--- config.mk ---
export PLATFORM = sky130hd
export DESIGN_NAME = vx_tcu_drl_norm_round
export DESIGN_NICKNAME = d
export VERILOG_FILES = /design/src/rtl/vx_tcu_drl_norm_round.sv
export SDC_FILE = /design/constraint.sdc
export NUM_CORES = 1
export LEC_CHECK = 0
export ABC_AREA = 1
export BUFFER_PORTS_ARGS = -buffer_cell sky130_fd_sc_hd__buf_2
export CORE_ASPECT_RATIO = 0.8
export CORE_UTILIZATION = 30
export CTS_BUF_LIST = sky130_fd_sc_hd__clkbuf_8 sky130_fd_sc_hd__clkbuf_16
export DETAILED_ROUTE_END_ITERATION = 10
export PLACE_DENSITY = 0.55
export SLEW_MARGIN = 20
export SYNTH_ARGS = -nofsm -noshare
export SYNTH_HDL_FRONTEND = slang
export SYNTH_SLANG_ARGS = --single-unit
--- constraint.sdc ---
create_clock -name clk -period 3.9 [get_ports clk]
set_input_delay 0.195 -clock clk [delete_from_list [all_inputs] [get_ports clk]]
set_output_delay 0.195 -clock clk [all_outputs]
set_load 0.005 [all_outputs]
--- src/rtl/vx_tcu_drl_norm_round.sv ---
// Normalize, RNE-round and pack the TCU DRL accumulator sum into fp32, or zero-extend it in integer mode.
// Latency: 3 cycles (S1 magnitude, S2 normalize, S3 round/pack into the output register).
// Backpressure: one global enable (~valid_out | ready_out) freezes every stage; ready_in mirrors it.
module vx_tcu_drl_norm_round #(
    parameter int N = 5,
    parameter int W = 25 + $clog2(N) + 1
) (
    input  logic         clk,
    input  logic         reset_n,
    input  logic         valid_in,
    output logic         ready_in,
    input  logic [W-1:0] sig_in,
    input  logic [7:0]   exp_in,
    input  logic         fmt_sel,
    output logic         valid_out,
    input  logic         ready_out,
    output logic [31:0]  result,
    output logic [2:0]   flags
);

    localparam int LZW = $clog2(W + 1);

    typedef struct packed {
        logic         sign;
        logic         fmt;
        logic [7:0]   exp;
        logic [W-1:0] mag;
    } s1_t;

    typedef struct packed {
        logic         sign;
        logic         fmt;
        logic         zero;
        logic [9:0]   e_pre;
        logic [W-1:0] norm;
    } s2_t;

    logic en;
    logic v1, v2;
    s1_t  s1, s1_d;
    s2_t  s2, s2_d;

    assign en       = ~valid_out | ready_out;
    assign ready_in = en;

    function automatic logic [LZW-1:0] lzc_f(input logic [W-1:0] x);
        lzc_f = LZW'(W);
        // Ascending scan: the highest set bit is the last to overwrite.
        for (int i = 0; i < W; i++) begin
            if (x[i]) lzc_f = LZW'(W - 1 - i);
        end
    endfunction

    // S1: sign/magnitude split; integer beats carry the raw word in the mag field.
    always_comb begin
        s1_d      = '0;
        s1_d.sign = sig_in[W-1] & ~fmt_sel;
        s1_d.fmt  = fmt_sel;
        s1_d.exp  = exp_in;
        s1_d.mag  = (fmt_sel | ~sig_in[W-1]) ? sig_in : -sig_in;
    end

    always_ff @(posedge clk or negedge reset_n) begin
        if (!reset_n) begin
            v1 <= 1'b0;
            s1 <= '0;
        end else if (en) begin
            v1 <= valid_in;
            s1 <= s1_d;
        end
    end

    // S2: normalize so the leading one lands in bit W-1.
    logic [LZW-1:0] lz;

    always_comb begin
        lz         = lzc_f(s1.mag);
        s2_d       = '0;
        s2_d.sign  = s1.sign;
        s2_d.fmt   = s1.fmt;
        s2_d.zero  = (s1.mag == '0) | (s1.exp == 8'd0);
        s2_d.e_pre = 10'(s1.exp) + 10'(W - 24) - 10'(lz);
        s2_d.norm  = s1.fmt ? s1.mag : (s1.mag << lz);
    end

    always_ff @(posedge clk or negedge reset_n) begin
        if (!reset_n) begin
            v2 <= 1'b0;
            s2 <= '0;
        end else if (en) begin
            v2 <= v1;
            s2 <= s2_d;
        end
    end

    // S3: round to nearest even, then classify overflow / FTZ underflow / zero.
    logic [22:0] mant;
    logic        guard, sticky, rnd;
    logic [23:0] mant_inc;
    logic [9:0]  e_rnd;
    logic [31:0] int_word;
    logic [31:0] res_d;
    logic [2:0]  flg_d;

    generate
        if (W >= 32) begin : g_int_trunc
            assign int_word = s2.norm[31:0];
        end else begin : g_int_zext
            assign int_word = {{(32 - W){1'b0}}, s2.norm};
        end
    endgenerate

    always_comb begin
        mant     = s2.norm[W-2 -: 23];
        guard    = s2.norm[W-25];
        sticky   = |s2.norm[W-26:0];
        rnd      = guard & (sticky | mant[0]);
        mant_inc = {1'b0, mant} + {23'd0, rnd};
        e_rnd    = s2.e_pre + {9'd0, mant_inc[23]};
        res_d    = '0;
        flg_d    = '0;
        if (s2.fmt) begin
            res_d = int_word;
        end else if (s2.zero) begin
            res_d = '0;
        end else if ($signed(e_rnd) >= 10'sd255) begin
            res_d = {s2.sign, 8'hFF, 23'h0};
            flg_d = 3'b101;
        end else if ($signed(e_rnd) <= 10'sd0) begin
            res_d = {s2.sign, 31'h0};
            flg_d = 3'b011;
        end else begin
            res_d = {s2.sign, e_rnd[7:0], mant_inc[22:0]};
            flg_d = {2'b00, guard | sticky};
        end
    end

    always_ff @(posedge clk or negedge reset_n) begin
        if (!reset_n) begin
            valid_out <= 1'b0;
            result    <= '0;
            flags     <= '0;
        end else if (en) begin
            valid_out <= v2;
            result    <= res_d;
            flags     <= flg_d;
        end
    end

endmodule

==> results.json <==
{
  "fillCellCount": 2742,
  "drt_first_iter_violations": 760,
  "clock_root_buffer_master": "sky130_fd_sc_hd__clkbuf_16",
  "routed_wirelength_um": 27600,
  "post-layout-total-power_w": 0.00825,
  "post-route-worst-setup-slack_ps": -300,
  "cpPeakStageDelay_ps": 360,
  "area.growth.synth_to_final_pct": 30.9,
  "drive_above_1_share_pct": 22.8,
  "port_buffers": 78,
  "grt_max_degree": 145,
  "post_synth_instance_area_um2": 8210,
  "ctsHtreeMaxLevel": 4,
  "initial_antenna_violation_count": 0,
  "placeable_area_um2": 26600,
  "post-synth-top-area-cell": "sky130_fd_sc_hd__dfrtp_1",
  "cts_tree": "yes",
  "yosys_warnings": 0,
  "critical_path.slowest_cell": "sky130_fd_sc_hd__dfrtp_1",
  "finalHoldViolCount": 0,
  "grt_setup_unrepaired": "true",
  "vias_in_the_first_global_route": 8022,
  "placement.setup.worst_slack_ps": -463,
  "post_synth_num_cell_types": 50,
  "crit_top_cell": "sky130_fd_sc_hd__buf_4",
  "fp.dieH_um": 150,
  "critPathArrivalTime_ps": 4510,
  "drcViolationCount": 0,
  "fp.dieW_um": 187,
  "drtPass1Iterations": 5,
  "syn_nets": 1243,
  "register_area_um2": 2980,
  "fp-row-count": 53,
  "timing.final.setup_violations": 23,
  "num_antenna_cells": 0,
  "clock_sinks": 119,
  "final-max-slew-violation-count": 0,
  "design.die.area_um2": 28000,
  "vdd_drop_max_v": 0.000394,
  "timing.hold.ws_ps": 21.4,
  "design.final.nets": 1397,
  "via_per_inst": 5.06,
  "num_io_pins": 79,
  "via_count": 8631,
  "yosys_most_used_dff": "sky130_fd_sc_hd__dfrtp_1",
  "worst_slew_pin_slew_ps": 775,
  "hpwlAfterDp_um": 19600,
  "multiInputGateArea_um2": 4930,
  "ffs_latches_synth": 119,
  "status": "finished, violations left",
  "place_congestion": 0.930,
  "syn_avg_cell_area_um2": 6.95,
  "synth-async-reset-ratio_pct": 100,
  "timing.fmax_mhz": 238,
  "max-slew-margin-rel_pct": 48.2,
  "final_min_period_over_clock_period_pct": 108,
  "clkSlewWorstSetupHoldPaths_ps": 60,
  "critical_path.startpoint_type": "flop",
  "total_leakage_power_nw": 5.07,
  "finalClockSkew_ps": 7.12,
  "p_per_area_nw_per_um2": 768,
  "wire_per_inst_um": 16.2,
  "grt_pass1_wl_um": 43700,
  "effective_utilization_at_floorplan_pct": 30.9,
  "worstSkewPairLatency_ps": 430,
  "tritoncts.num_buffers": 17,
  "overflow": 0,
  "yosys-top-cells-area": "sky130_fd_sc_hd__dfrtp_1, sky130_fd_sc_hd__nand2_1, sky130_fd_sc_hd__nand3_1",
  "timing.hold.worst.class": "in -> reg",
  "overall_track_demand_over_capacity_in_global_routing_pct": 19.9,
  "synth_enable_flop_cells": 0,
  "clock_tree_buf_depth": 2,
  "max_cap_violations": 0,
  "netlist_instances": 1182,
  "finalCriticalPeriod_ps": 4200,
  "ant_nets": 0,
  "yosys.area.top_type_share_pct": 36.3,
  "violations_in_the_final_reports": "negative setup slack",
  "worst-path-max-fanout": 2,
  "ys_seq_area_share_pct": 36.3,
  "cp.required_ps": 4210,
  "end_kind": "flop",
  "critPathKind": "reg -> reg"
}
-- cells in the mapped netlist, drive strengths merged (2+ instances only) --
cell,instances
nand4,12
o211ai,13
clkbuf,38
nand2,284
xor2,25
nor2,102
a22oi,6
nor3,19
or2,4
a21oi,61
nand3b,7
ha,18
o21ai,92
o22ai,4
nand3,180
nor4,8
clkinv,2
inv,126
a31oi,5
o221ai,7
buf,17
o31ai,4
xnor2,15
o311ai,4
o21bai,3
dfrtp,119
-- state kept, by name, indices dropped and copies added (netlist names) --
name       count
valid_out      1
guard          1
int_word      28
flags          3
s1            39
v1             1
s2            13
result        32
v2             1
-- critical path, delay by kind of cell (launching register included) --
family / cells / cell delay, ps
flip-flops: 1 / 360
AND/OR/NAND/NOR: 13 / 1550
AO/OA/AOI/OAI: 1 / 50
buffers and inverters: 18 / 2150
-- cells in the final DEF, fill, tap and decap left out, types with 7 or more instances in the layout --
| cell | count |
|---|---|
| sky130_fd_sc_hd__nand2_2 | 8 |
| sky130_fd_sc_hd__nand3_2 | 14 |
| sky130_fd_sc_hd__nand4_1 | 12 |
| sky130_fd_sc_hd__buf_2 | 77 |
| sky130_fd_sc_hd__xnor2_1 | 15 |
| sky130_fd_sc_hd__a21oi_2 | 17 |
| sky130_fd_sc_hd__xor2_1 | 18 |
| sky130_fd_sc_hd__nor2_1 | 92 |
| sky130_fd_sc_hd__clkbuf_16 | 17 |
| sky130_fd_sc_hd__ha_1 | 14 |
| sky130_fd_sc_hd__inv_1 | 119 |
| sky130_fd_sc_hd__buf_4 | 95 |
| sky130_fd_sc_hd__dlygate4sd3_1 | 9 |
| sky130_fd_sc_hd__o21ai_0 | 79 |
| sky130_fd_sc_hd__nor3_1 | 15 |
| sky130_fd_sc_hd__o211ai_1 | 13 |
| sky130_fd_sc_hd__o21ai_1 | 10 |
| sky130_fd_sc_hd__nand3b_1 | 7 |
| sky130_fd_sc_hd__a21oi_1 | 44 |
| sky130_fd_sc_hd__nand3_1 | 163 |
| sky130_fd_sc_hd__inv_2 | 8 |
| sky130_fd_sc_hd__dfrtp_1 | 119 |
| sky130_fd_sc_hd__nand2_1 | 273 |
| sky130_fd_sc_hd__o221ai_1 | 7 |
-- per-stage QoR --
stage / setup TNS, ps / util (%) / area (um^2) / cells
after floorplan: 0 / - / 8240 / 1182
after global placement: -8500 / 35.4 / 9410 / 1633
after detailed placement: -11350 / 35.4 / 9410 / 1633
after CTS: -6070 / 39.4 / 10500 / 1697
after global routing: -13060 / 40.4 / 10800 / 1705
final: -3450 / 40.4 / 10800 / 1705
-- timing repair --
action / CTS / global route
buffers inserted: 26 / 9
endpoints found under the hold margin: 53 / 0
gates resized for setup: 45 / 50
pin swaps: 15 / 24
hold buffers: 9 / 0
endpoints found under the setup margin: 33 / 39
-- area by class of cell --
cell class                 instances  area share (%)
sequential                       119            27.7
inverter                         128            4.47
clock buffer                      21            4.47
multi-input combinational        880            45.8
timing repair buffer             190            12.2
tap                              357            4.15
clock inverter                    10            1.18
-- logic make-up (layout without fill, tap and decap cells) --
family          Yosys count  after routing  share of synthesized area, %
flops                   119            119                          36.3
buf+inv                 183            349                          8.84
simple gates            617            617                          33.3
xor+xnor                 40             40                          4.27
fa+ha+maj                19             19                          2.99
compound gates          204            204                          14.3
-- path summary, 6_finish.rpt --
| check | from | end | slack [ps] | depth (start not counted) |
|---|---|---|---|---|
| max | int_word[5] | result[21] | -300 | 32 |
| min | exp_in[3] | s1[32] | 20 | 3 |
| max reg2reg | int_word[5] | result[21] | -300 | 32 |
| min reg2reg | v2 | valid_out | 450 | 2 |
| max in group asynchronous | reset_n | s1[28] | 2540 | 3 |
| min in group asynchronous | reset_n | result[15] | 340 | 2 |
-- where the power goes --
part | switching (W) | internal [W] | total, W | leakage, nW
registers | 0.000493 | 0.00174 | 0.00223 | 1.45
logic | 0.00271 | 0.00169 | 0.00440 | 3.31
clock network | 0.000559 | 0.00106 | 0.00162 | 0.306
total | 0.00377 | 0.00449 | 0.00825 | 5.07
-- routing by layer --
metal	part of all wire (%)	vias up	GRT usage, %	routed length [um]
met3	7.1	38	4.76	1950
met2	41	321	27.9	11300
met1	50	4020	29.5	13700
li1	-	4252	-	-
met4	2.1	0	6.23	568
met5	0	-	0	0
No activity file was read; power rests on OpenSTA's default activity.
